File: src/rtl/int_ctrl_prio.sv
// Machine-mode interrupt/exception controller with fixed-priority external sources.
// Latches edge/level interrupt lines, arbitrates lowest-index-first, and sequences the
// mepc/mcause/mstatus CSR writes for trap entry as well as the mstatus write for mret.
module int_ctrl_prio #(
  parameter int unsigned          NUM_SRC    = 16,
  parameter logic [NUM_SRC-1:0]   EDGE_MASK  = {NUM_SRC{1'b1}},
  parameter bit                   VECTORED   = 1'b1,
  parameter int unsigned          CAUSE_BASE = 16
) (
  input  logic               clk,
  input  logic               rst_n,
  input  logic [NUM_SRC-1:0] irq_i,
  input  logic [NUM_SRC-1:0] irq_en_i,
  input  logic               global_int_en_i,
  input  logic [31:0]        inst_i,
  input  logic [31:0]        inst_addr_i,
  input  logic               branch_flag_i,
  input  logic [31:0]        branch_addr_i,
  input  logic               div_i,
  input  logic [31:0]        csr_mtvec,
  input  logic [31:0]        csr_mepc,
  input  logic [31:0]        csr_mstatus,
  output logic               we_o,
  output logic [31:0]        waddr_o,
  output logic [31:0]        data_o,
  output logic               int_assert_o,
  output logic [31:0]        int_addr_o,
  output logic               irq_claim_o,
  output logic [4:0]         claim_id_o,
  output logic               stallreq_o
);

  localparam logic [31:0] InstEcall  = 32'h0000_0073;
  localparam logic [31:0] InstEbreak = 32'h0010_0073;
  localparam logic [31:0] InstMret   = 32'h3020_0073;

  localparam logic [31:0] CsrMstatus = 32'h0000_0300;
  localparam logic [31:0] CsrMepc    = 32'h0000_0341;
  localparam logic [31:0] CsrMcause  = 32'h0000_0342;

  typedef enum logic [2:0] {StIdle, StMepc, StMcause, StMstatus, StMret} state_e;

  state_e state_q, state_d;

  logic [NUM_SRC-1:0] irq_prev_q;
  logic [NUM_SRC-1:0] pend_edge_q, pend_edge_d;
  logic [NUM_SRC-1:0] claim_clr;
  logic [NUM_SRC-1:0] pending, req;
  logic [4:0]         win_id;
  logic               req_any;

  logic        sync_det, async_det, mret_det, event_det;
  logic        is_ecall, is_ebreak, is_mret;
  logic [31:0] async_epc;
  logic [31:0] target;

  logic [31:0] cause_q, cause_d;
  logic [31:0] epc_q, epc_d;
  logic [4:0]  id_q, id_d;
  logic        async_q, async_d;
  logic        in_trap_q, in_trap_d;
  logic        branch_flag_q;
  logic [31:0] branch_addr_q;

  logic        we_q, we_d;
  logic [31:0] waddr_q, waddr_d;
  logic [31:0] data_q, data_d;
  logic        int_assert_q, int_assert_d;
  logic [31:0] int_addr_q, int_addr_d;
  logic        claim_q, claim_d;
  logic [4:0]  claim_id_q, claim_id_d;

  // Pending bookkeeping: edge sources are stored, level sources follow the line directly.
  always_comb begin
    claim_clr = '0;
    for (int i = 0; i < int'(NUM_SRC); i++) begin
      if (claim_q && (claim_id_q == 5'(i))) claim_clr[i] = 1'b1;
    end
    // A new edge in the claim cycle must not be lost, so set wins over clear.
    pend_edge_d = (pend_edge_q & ~claim_clr) | (irq_i & ~irq_prev_q & EDGE_MASK);
    pending     = (pend_edge_q & EDGE_MASK) | (irq_i & ~EDGE_MASK);
    req         = pending & irq_en_i;
  end

  // Fixed-priority arbiter: lowest set index wins.
  always_comb begin
    req_any = |req;
    win_id  = '0;
    for (int i = int'(NUM_SRC) - 1; i >= 0; i--) begin
      if (req[i]) win_id = 5'(i);
    end
  end

  // Event detection, only evaluated while idle; synchronous traps beat interrupts.
  always_comb begin
    is_ecall  = (inst_i == InstEcall);
    is_ebreak = (inst_i == InstEbreak);
    is_mret   = (inst_i == InstMret);
    sync_det  = (state_q == StIdle) && (is_ecall || is_ebreak) && !div_i && !in_trap_q;
    async_det = (state_q == StIdle) && !sync_det && req_any && global_int_en_i && !in_trap_q;
    mret_det  = (state_q == StIdle) && !sync_det && !async_det && is_mret;
    event_det = sync_det || async_det || mret_det;

    // Interrupted instruction: a taken branch (now or last cycle) redirects the return
    // point; a busy divider means the current PC already moved past the divide.
    if (branch_flag_i) begin
      async_epc = branch_addr_i;
    end else if (branch_flag_q) begin
      async_epc = branch_addr_q;
    end else if (div_i) begin
      async_epc = inst_addr_i - 32'd4;
    end else begin
      async_epc = inst_addr_i;
    end

    if (VECTORED && (csr_mtvec[1:0] == 2'b01) && async_q) begin
      target = {csr_mtvec[31:2], 2'b00} + ((CAUSE_BASE + 32'(id_q)) << 2);
    end else begin
      target = {csr_mtvec[31:2], 2'b00};
    end
  end

  // Trap sequencer: next state, latched trap info and next-cycle output values.
  always_comb begin
    state_d      = state_q;
    cause_d      = cause_q;
    epc_d        = epc_q;
    id_d         = id_q;
    async_d      = async_q;
    in_trap_d    = in_trap_q;
    we_d         = 1'b0;
    waddr_d      = '0;
    data_d       = '0;
    int_assert_d = 1'b0;
    int_addr_d   = '0;
    claim_d      = 1'b0;
    claim_id_d   = '0;

    case (state_q)
      StIdle: begin
        if (sync_det) begin
          state_d   = StMepc;
          cause_d   = is_ecall ? 32'd11 : 32'd3;
          epc_d     = inst_addr_i;
          id_d      = win_id;
          async_d   = 1'b0;
          in_trap_d = 1'b1;
        end else if (async_det) begin
          state_d   = StMepc;
          cause_d   = {1'b1, 31'(CAUSE_BASE + 32'(win_id))};
          epc_d     = async_epc;
          id_d      = win_id;
          async_d   = 1'b1;
          in_trap_d = 1'b1;
        end else if (mret_det) begin
          state_d = StMret;
        end
      end
      StMepc: begin
        state_d = StMcause;
        we_d    = 1'b1;
        waddr_d = CsrMepc;
        data_d  = epc_q;
      end
      StMcause: begin
        state_d      = StMstatus;
        we_d         = 1'b1;
        waddr_d      = CsrMcause;
        data_d       = cause_q;
        int_assert_d = 1'b1;
        int_addr_d   = target;
        claim_d      = async_q;
        claim_id_d   = async_q ? id_q : 5'd0;
      end
      StMstatus: begin
        state_d   = StIdle;
        we_d      = 1'b1;
        waddr_d   = CsrMstatus;
        data_d    = csr_mstatus;
        data_d[7] = csr_mstatus[3];
        data_d[3] = 1'b0;
      end
      StMret: begin
        state_d      = StIdle;
        we_d         = 1'b1;
        waddr_d      = CsrMstatus;
        data_d       = csr_mstatus;
        data_d[3]    = csr_mstatus[7];
        data_d[7]    = 1'b1;
        int_assert_d = 1'b1;
        int_addr_d   = csr_mepc;
        in_trap_d    = 1'b0;
      end
      default: state_d = StIdle;
    endcase
  end

  // State, trap info and registered outputs; reset aborts any sequence in flight.
  always_ff @(posedge clk or negedge rst_n) begin
    if (!rst_n) begin
      state_q       <= StIdle;
      irq_prev_q    <= '0;
      pend_edge_q   <= '0;
      cause_q       <= '0;
      epc_q         <= '0;
      id_q          <= '0;
      async_q       <= 1'b0;
      in_trap_q     <= 1'b0;
      branch_flag_q <= 1'b0;
      branch_addr_q <= '0;
      we_q          <= 1'b0;
      waddr_q       <= '0;
      data_q        <= '0;
      int_assert_q  <= 1'b0;
      int_addr_q    <= '0;
      claim_q       <= 1'b0;
      claim_id_q    <= '0;
    end else begin
      state_q       <= state_d;
      irq_prev_q    <= irq_i;
      pend_edge_q   <= pend_edge_d;
      cause_q       <= cause_d;
      epc_q         <= epc_d;
      id_q          <= id_d;
      async_q       <= async_d;
      in_trap_q     <= in_trap_d;
      branch_flag_q <= branch_flag_i;
      branch_addr_q <= branch_addr_i;
      we_q          <= we_d;
      waddr_q       <= waddr_d;
      data_q        <= data_d;
      int_assert_q  <= int_assert_d;
      int_addr_q    <= int_addr_d;
      claim_q       <= claim_d;
      claim_id_q    <= claim_id_d;
    end
  end

  assign we_o         = we_q;
  assign waddr_o      = waddr_q;
  assign data_o       = data_q;
  assign int_assert_o = int_assert_q;
  assign int_addr_o   = int_addr_q;
  assign irq_claim_o  = claim_q;
  assign claim_id_o   = claim_id_q;
  // Hold the pipeline from detection until the last CSR write has left.
  assign stallreq_o   = event_det || (state_q != StIdle) || we_q;

endmodule

File: config.mk
export PLATFORM = sky130hd
export DESIGN_NAME = int_ctrl_prio
export DESIGN_NICKNAME = d
export VERILOG_FILES = /design/src/rtl/int_ctrl_prio.sv
export SDC_FILE = /design/constraint.sdc
export NUM_CORES = 1
export LEC_CHECK = 0
export CAP_MARGIN = 20
export CORE_MARGIN = 4
export CORE_UTILIZATION = 45
export CTS_CLUSTER_SIZE = 24
export DETAILED_ROUTE_END_ITERATION = 10
export HOLD_SLACK_MARGIN = 0.05
export PLACE_DENSITY = 0.86
export REMOVE_ABC_BUFFERS = 1
export SKIP_CTS_REPAIR_TIMING = 1
export SYNTH_ARGS = -nofsm -noshare
export SYNTH_HDL_FRONTEND = slang
export SYNTH_SLANG_ARGS = --single-unit
File: constraint.sdc
create_clock -name clk -period 3.1 [get_ports clk]
set_input_delay 0.31 -clock clk [delete_from_list [all_inputs] [get_ports clk]]
set_output_delay 0.31 -clock clk [all_outputs]
set_load 0.01 [all_outputs]
==> key figures, run 1 <==
Run status
  • Status: finished, final reports clean

CTS
  • H-Tree Depth: 4
  • Worst-skew pair later-pin latency: 0.43 ns
  • Largest buffer count on any clock path: 2
  • Clock Sinks: 185
  • TritonCTS Buffers: 17
  • CTS tree: done
  • Root buffer cell: clkbuf_16
  • Clk pin slew, worst setup/hold paths: 0.08 ns

Logic synthesis
  • Post-Syn Instances: 918
  • Warning count from the yosys run: 0
  • Post-synthesis sequential area ratio: 0.519
  • Avg Cell Area, Syn: 9.72 sq um
  • #FFs+latches synth: 185
  • Ys flop type: dfrtp_1
  • Async set or reset register ratio after synthesis: 1.00
  • Post-synth EDFFs: 0
  • Netlist cell types: 67
  • Mapped cell area: 8920 sq um

Final layout
  • Layout cells sized above 1: 0.0653
  • Multi-input logic area: 3910 sq um
  • Filler cell count in the final layout: 1486
  • Nets@finish: 1462
  • Commonest non-fill, non-tap cell in the layout: clkdlybuf4s50_1
  • Area growth syn-to-layout: 44.4%
  • Most used cells in the layout excluding fill and tap cells: clkdlybuf4s50_1 (304), dfrtp_1 (185), o21ai_0 (129), nand2_1 (113), a22o_1 (37)
  • Sequential cell area: 4630 sq um
  • # diodes: 0

GRT
  • First-pass GRT wire length: 45.6 mm
  • Vias in the first global route: 8628
  • Tot GR Track Use: 0.261
  • Initial antenna violation count: 0
  • Largest net degree at the start of global routing: 103
  • GRT Residual Overflow: 0

Job
  • Max-cap check violation count: 0

Floorplanning
  • Starting Density: 0.459
  • Core ar.: 19500 sq um
  • Die area: 22100 sq um
  • Rows: 51
  • IO Pins: 334
  • Die width: 149 um
  • Die H: 149 um

Timing
  • Slew margin rel.: 0.332
  • Final setup viols: 0
  • Fin crit share: 0.945
  • RSZ-0062 raised after global routing: no
  • Fmax: 341 MHz
  • Worst slew pin tran: 1.00 ns
  • Max Clock Skew: 0.0132 ns
  • Final setup margin: 0.170 ns
  • Slew Limit Fails: 0
  • Fin. Hold Viols: 0
  • Final Critical Period: 2.93 ns

Critical path
  • CP endpoint: stallreq_o
  • Worst path slowest cell: clkdlybuf4s50_1
  • R2R cell count: 8
  • Crit. End Element: output pin
  • Startpoint class of the critical path: register
  • Worst-path cell chain: a22oi_1 -> nor4b_1 -> buf_4 -> a21oi_2 -> nor2_1 -> nand3_1 -> clkdlybuf4s50_1
  • Reg2Reg Setup Slack: 0.49 ns
  • Reg2reg start: pend_edge_q[14]$_DFF_PN0_
  • R2R Path End: epc_q[15]$_DFFE_PN0P_
  • Max stage delay on crit path: 0.50 ns
  • Worst Path Max Fanout: 3
  • CP Data Arrival Time: 2.62 ns
  • Levels on crit path: 7
  • WS Path Type: register to output pin
  • Worst path bufs/invs: 2
  • Critical path startpoint: pend_edge_q[14]$_DFF_PN0_
  • Delay-heaviest family, CP: buffers and inverters
  • CP required: 2.79 ns

Power and ir drop
  • Power per cell area: 425 nW/um^2
  • Power Total: 5.47 mW
  • VDD IR-drop max: 368 uV
  • Leak pwr: 5.46 nW

Place
  • Place WS: 0.119 ns
  • DP HPWL: 22.3 mm
  • GPL Wtd Cong: 0.909
  • IO Port Bufs: 305

Drt
  • DRC: 0
  • First-pass detailed-route iteration total: 5
  • Drt initial violations: 605
  • Final WL: 29.9 mm
  • DR WL met2: 14.4 mm
  • Met3 WL post-DR: 2.75 mm
  • Vias: 8539
  • Vias per inst: 5.67
  • Routed wire per std cell: 19.9 um
  • Top routing layer in use: met4
  • Antenna-violating nets left: 0
  • Post-Route M1 WL: 11.8 mm

Worst hold path
  • Worst min path class: input pin to register
Yosys cell counts, types with 3 or more instances:
library cell | number | area share
or4_1 | 5 | 0.0042
ha_1 | 5 | 0.0070
mux2i_1 | 6 | 0.0067
nand2b_1 | 6 | 0.0042
o211ai_1 | 5 | 0.0042
nand2_1 | 113 | 0.048
xor2_1 | 19 | 0.019
buf_1 | 4 | 0.0017
nand4_1 | 9 | 0.0063
xnor2_1 | 22 | 0.022
o31a_1 | 3 | 0.0029
a22oi_1 | 11 | 0.0093
and2_1 | 3 | 0.0021
a31oi_1 | 7 | 0.0049
a22o_1 | 37 | 0.036
nor2_1 | 33 | 0.014
nand3_1 | 22 | 0.012
nand3b_1 | 5 | 0.0042
nor2b_1 | 9 | 0.0063
and3_1 | 11 | 0.0077
nor4b_1 | 3 | 0.0029
dfrtp_1 | 185 | 0.52
a21o_1 | 7 | 0.0059
buf_4 | 30 | 0.025
a21oi_1 | 36 | 0.020
or2_2 | 5 | 0.0035
a21boi_0 | 3 | 0.0025
nor3_1 | 19 | 0.011
o21a_1 | 5 | 0.0042
o22ai_1 | 12 | 0.0084
or3_1 | 7 | 0.0049
o21ai_0 | 129 | 0.072
a211oi_1 | 3 | 0.0025
a221o_1 | 7 | 0.0079
nor3b_1 | 3 | 0.0025
nor4_1 | 21 | 0.015
inv_1 | 27 | 0.011
a221oi_1 | 3 | 0.0029
clkbuf_1 | 41 | 0.017
flip-flops by register name (all words and copies together) (netlist names), 3 cells and up:
name	flops
irq_prev_q	16
data_o	32
branch_addr_q	32
epc_q	32
state_q	3
pend_edge_q	16
cause_q	5
id_q	4
claim_id_o	4
int_addr_o	32
waddr_o	4
worst min path at each step:
stage                             start                          to  depth (start not counted)
3_5_place_dp   irq_prev_q[13]$_DFF_PN0_   pend_edge_q[13]$_DFF_PN0_                          1
5_1_grt                       irq_i[13]    irq_prev_q[13]$_DFF_PN0_                          1
2_1_floorplan                     rst_n  branch_addr_q[0]$_DFF_PN0_                          0
4_1_cts                           rst_n     int_addr_o[1]$_DFF_PN0_                          1
3_3_place_gp   irq_prev_q[11]$_DFF_PN0_   pend_edge_q[11]$_DFF_PN0_                          1
6_report                      irq_i[13]    irq_prev_q[13]$_DFF_PN0_                          1
final cells by class:
class | instances | area share
sequential | 185 | 0.359
multi-input combinational | 657 | 0.303
timing repair buffer | 338 | 0.259
clock buffer | 17 | 0.0330
tap | 265 | 0.0257
clock inverter | 15 | 0.0120
inverter | 28 | 0.00815
cells by family (layout without fill, tap and decap cells):
logic type | Yosys count | after routing | share of synthesized area
other | 1 | 28 | 0.000420
and+or+nand+nor | 287 | 287 | 0.164
adders and majority gates | 6 | 6 | 0.00925
buffers and inverters | 103 | 398 | 0.0559
DFF | 185 | 185 | 0.519
xor gates and xnor gates | 41 | 41 | 0.0402
muxes | 6 | 6 | 0.00673
AOI/OAI and AO/OA | 289 | 289 | 0.204
routing by layer:
metal | vias to the layer above | GRT usage
met5 | - | 0
met1 | 4113 | 0.324
met3 | 67 | 0.0620
met2 | 473 | 0.445
li1 | 3886 | -
met4 | 0 | 0.0979
per-stage QoR:
stage	cell area, sq um	setup TNS, ns	hold slack [ns]	util	instances
finish	12900	0	0.335	0.662	1505
global route	12900	0	0.315	0.662	1505
CTS	12900	0	-0.00291	0.662	1504
detailed placement	12300	0	0.407	0.632	1472
global placement	12300	0	0.401	0.632	1472
floorplan	8630	-1.70	0.0144	-	870
report_power, final:
part	internal (mW)	total [mW]	switching [mW]
registers	2.48	2.51	0.0369
clock network	1.08	2.13	1.06
logic	0.431	0.825	0.394
total	3.99	5.47	1.49
(Power assumes the default switching activity.)
==> run 2, diff against run 1 <==
Settings changed: CORE_ASPECT_RATIO set to 0.8.
==> key figures, run 2 (synthesis gave the netlist of run 1 again) <==
Critical path
  • CP required: 2.79 ns
  • R2R Path End: int_addr_o[20]$_DFF_PN0_
  • Critical path startpoint: pend_edge_q[6]$_DFF_PN0_
  • Startpoint class of the critical path: register
  • CP endpoint: stallreq_o
  • R2R cell count: 10
  • Reg2reg start: id_q[0]$_DFFE_PN0P_
  • CP Data Arrival Time: 2.67 ns
  • Reg2Reg Setup Slack: 0.57 ns
  • Worst Path Max Fanout: 3
  • Crit. End Element: output pin
  • WS Path Type: register to output pin

Floorplanning
  • Core ar.: 19200 sq um
  • Die width: 165 um
  • Starting Density: 0.465
  • IO Pins: 334
  • Rows: 45
  • Die H: 134 um
  • Die area: 22200 sq um

Timing
  • Worst slew pin tran: 0.764 ns
  • RSZ-0062 raised after global routing: no
  • Final setup viols: 0
  • Slew Limit Fails: 0
  • Setup TNS: 0 ns
  • Fin. Hold Viols: 0
  • Final setup margin: 0.116 ns
  • Final Critical Period: 2.98 ns
  • Slew margin rel.: 0.491
  • Fmax: 335 MHz
  • Max Clock Skew: 0.0113 ns
  • Fin crit share: 0.963

Power and ir drop
  • Clock Power Share: 0.399
  • Power Total: 5.55 mW
  • P_sw: 1.55 mW
  • Flop pwr share: 0.453
  • Leak pwr: 5.47 nW
  • Sw Share: 0.278
  • Part of the power in combinational logic: 0.148
  • VDD IR-drop max: 327 uV
  • Pint: 4.01 mW
  • Power per cell area: 431 nW/um^2

GRT
  • Vias in the first global route: 8545
  • Largest net degree at the start of global routing: 92
  • First-pass GRT wire length: 46.5 mm
  • GRT Residual Overflow: 0
  • Initial antenna violation count: 3
  • Tot GR Track Use: 0.268

Final layout
  • Most used cells in the layout excluding fill and tap cells: clkdlybuf4s50_1 (303), dfrtp_1 (185), o21ai_0 (129), nand2_1 (113), a22o_1 (37)
  • Filler cell count in the final layout: 1449
  • Nets@finish: 1460
  • Commonest non-fill, non-tap cell in the layout: clkdlybuf4s50_1
  • Non-Filler Instances: 1498
  • Layout cells sized above 1: 0.0654
  • Design area: 12900 sq um
  • Area growth syn-to-layout: 44.5%

Drt
  • Routed wire per std cell: 20.2 um
  • Vias: 8514
  • First-pass detailed-route iteration total: 8
  • Final WL: 30.3 mm
  • Vias per inst: 5.68
  • DRC: 0
  • Antenna-violating nets left: 0
  • Drt initial violations: 688

Place
  • Place WS: 0.152 ns
  • Placed inst area: 12300 sq um
  • GPL Wtd Cong: 0.885
  • Post-placement cell count: 1463
  • IO Port Bufs: 305
  • DP HPWL: 22.3 mm

CTS
  • H-Tree Depth: 4
  • CTS tree: done
  • Worst-skew pair later-pin latency: 0.43 ns
  • Clk pin slew, worst setup/hold paths: 0.08 ns
  • Root buffer cell: clkbuf_16
  • Largest buffer count on any clock path: 2
  • TritonCTS Buffers: 17
  • Clock Sinks: 185

Job
  • Max-cap check violation count: 0

Worst hold path
  • Worst min path class: input pin to register

Run status
  • Status: finished, final reports clean
[run 2: cell count changes in the layout (fill, tap and decap cells not counted)]
cell | before | now
clkinv_8 | 3 | 5
inv_6 | 5 | 3
clkdlybuf4s50_1 | 304 | 303
nor4b_1 | 3 | 2
buf_4 | 30 | 28
buf_2 | 0 | 1
diode_2 | 0 | 2
nor4b_2 | 1 | 2
clkinv_4 | 1 | 2
inv_12 | 0 | 1
clkinv_2 | 1 | 0
clkinvlp_4 | 2 | 1
[run 2: per-layer routing]
layer	wire length, um	vias to the layer above	GRT usage
li1	-	3876	-
met1	11800	4076	0.336
met2	14300	482	0.436
met3	3400	78	0.0894
met4	794	2	0.0925
met5	13	-	0
[run 2: per-stage QoR]
stage / utilization / hold WS, ns
after floorplan: - / 0.0144
after global placement: 0.639 / 0.405
after detailed placement: 0.639 / 0.409
after CTS: 0.671 / -0.0484
after global routing: 0.672 / 0.323
final: 0.672 / 0.338
[run 2: cell type report]
type | count | area, sq um | area share
antenna | 2 | 5.00 | 0.000388
timing repair buffer | 336 | 3310 | 0.257
clock buffer | 17 | 425 | 0.0330
clock inverter | 15 | 183 | 0.0142
multi-input combinational | 657 | 3920 | 0.304
tap | 258 | 323 | 0.0250
sequential | 185 | 4630 | 0.359
inverter | 28 | 105 | 0.00815
[run 2: power by group through the flow]
stage          clock network (mW)  logic (mW)  registers [mW]
3_3_place_gp                    0       0.798            2.56
6_report                     2.22       0.821            2.52
2_1_floorplan                   0       0.230            2.57
4_1_cts                      2.25       0.819            2.52
5_1_grt                      2.35       0.891            2.52
3_5_place_dp                    0       0.814            2.56
[run 2: how the worst min path moves through the flow]
stage,cells past startpoint,start,to
2_1_floorplan,0,rst_n,branch_addr_q[0]$_DFF_PN0_
3_3_place_gp,1,irq_prev_q[1]$_DFF_PN0_,pend_edge_q[1]$_DFF_PN0_
3_5_place_dp,1,irq_prev_q[5]$_DFF_PN0_,pend_edge_q[5]$_DFF_PN0_
4_1_cts,1,rst_n,data_o[10]$_DFF_PN0_
5_1_grt,1,irq_i[13],irq_prev_q[13]$_DFF_PN0_
6_report,1,branch_addr_i[5],branch_addr_q[5]$_DFF_PN0_
[run 2: worst max-delay path: stages (launching register included)]
cell             delay (ns)
dfrtp_1                0.41
a22o_1                 0.30
nor4b_1                0.47
buf_4                  0.21
a21oi_2                0.07
nor2_1                 0.15
nand3_1                0.12
clkdlybuf4s50_1        0.52
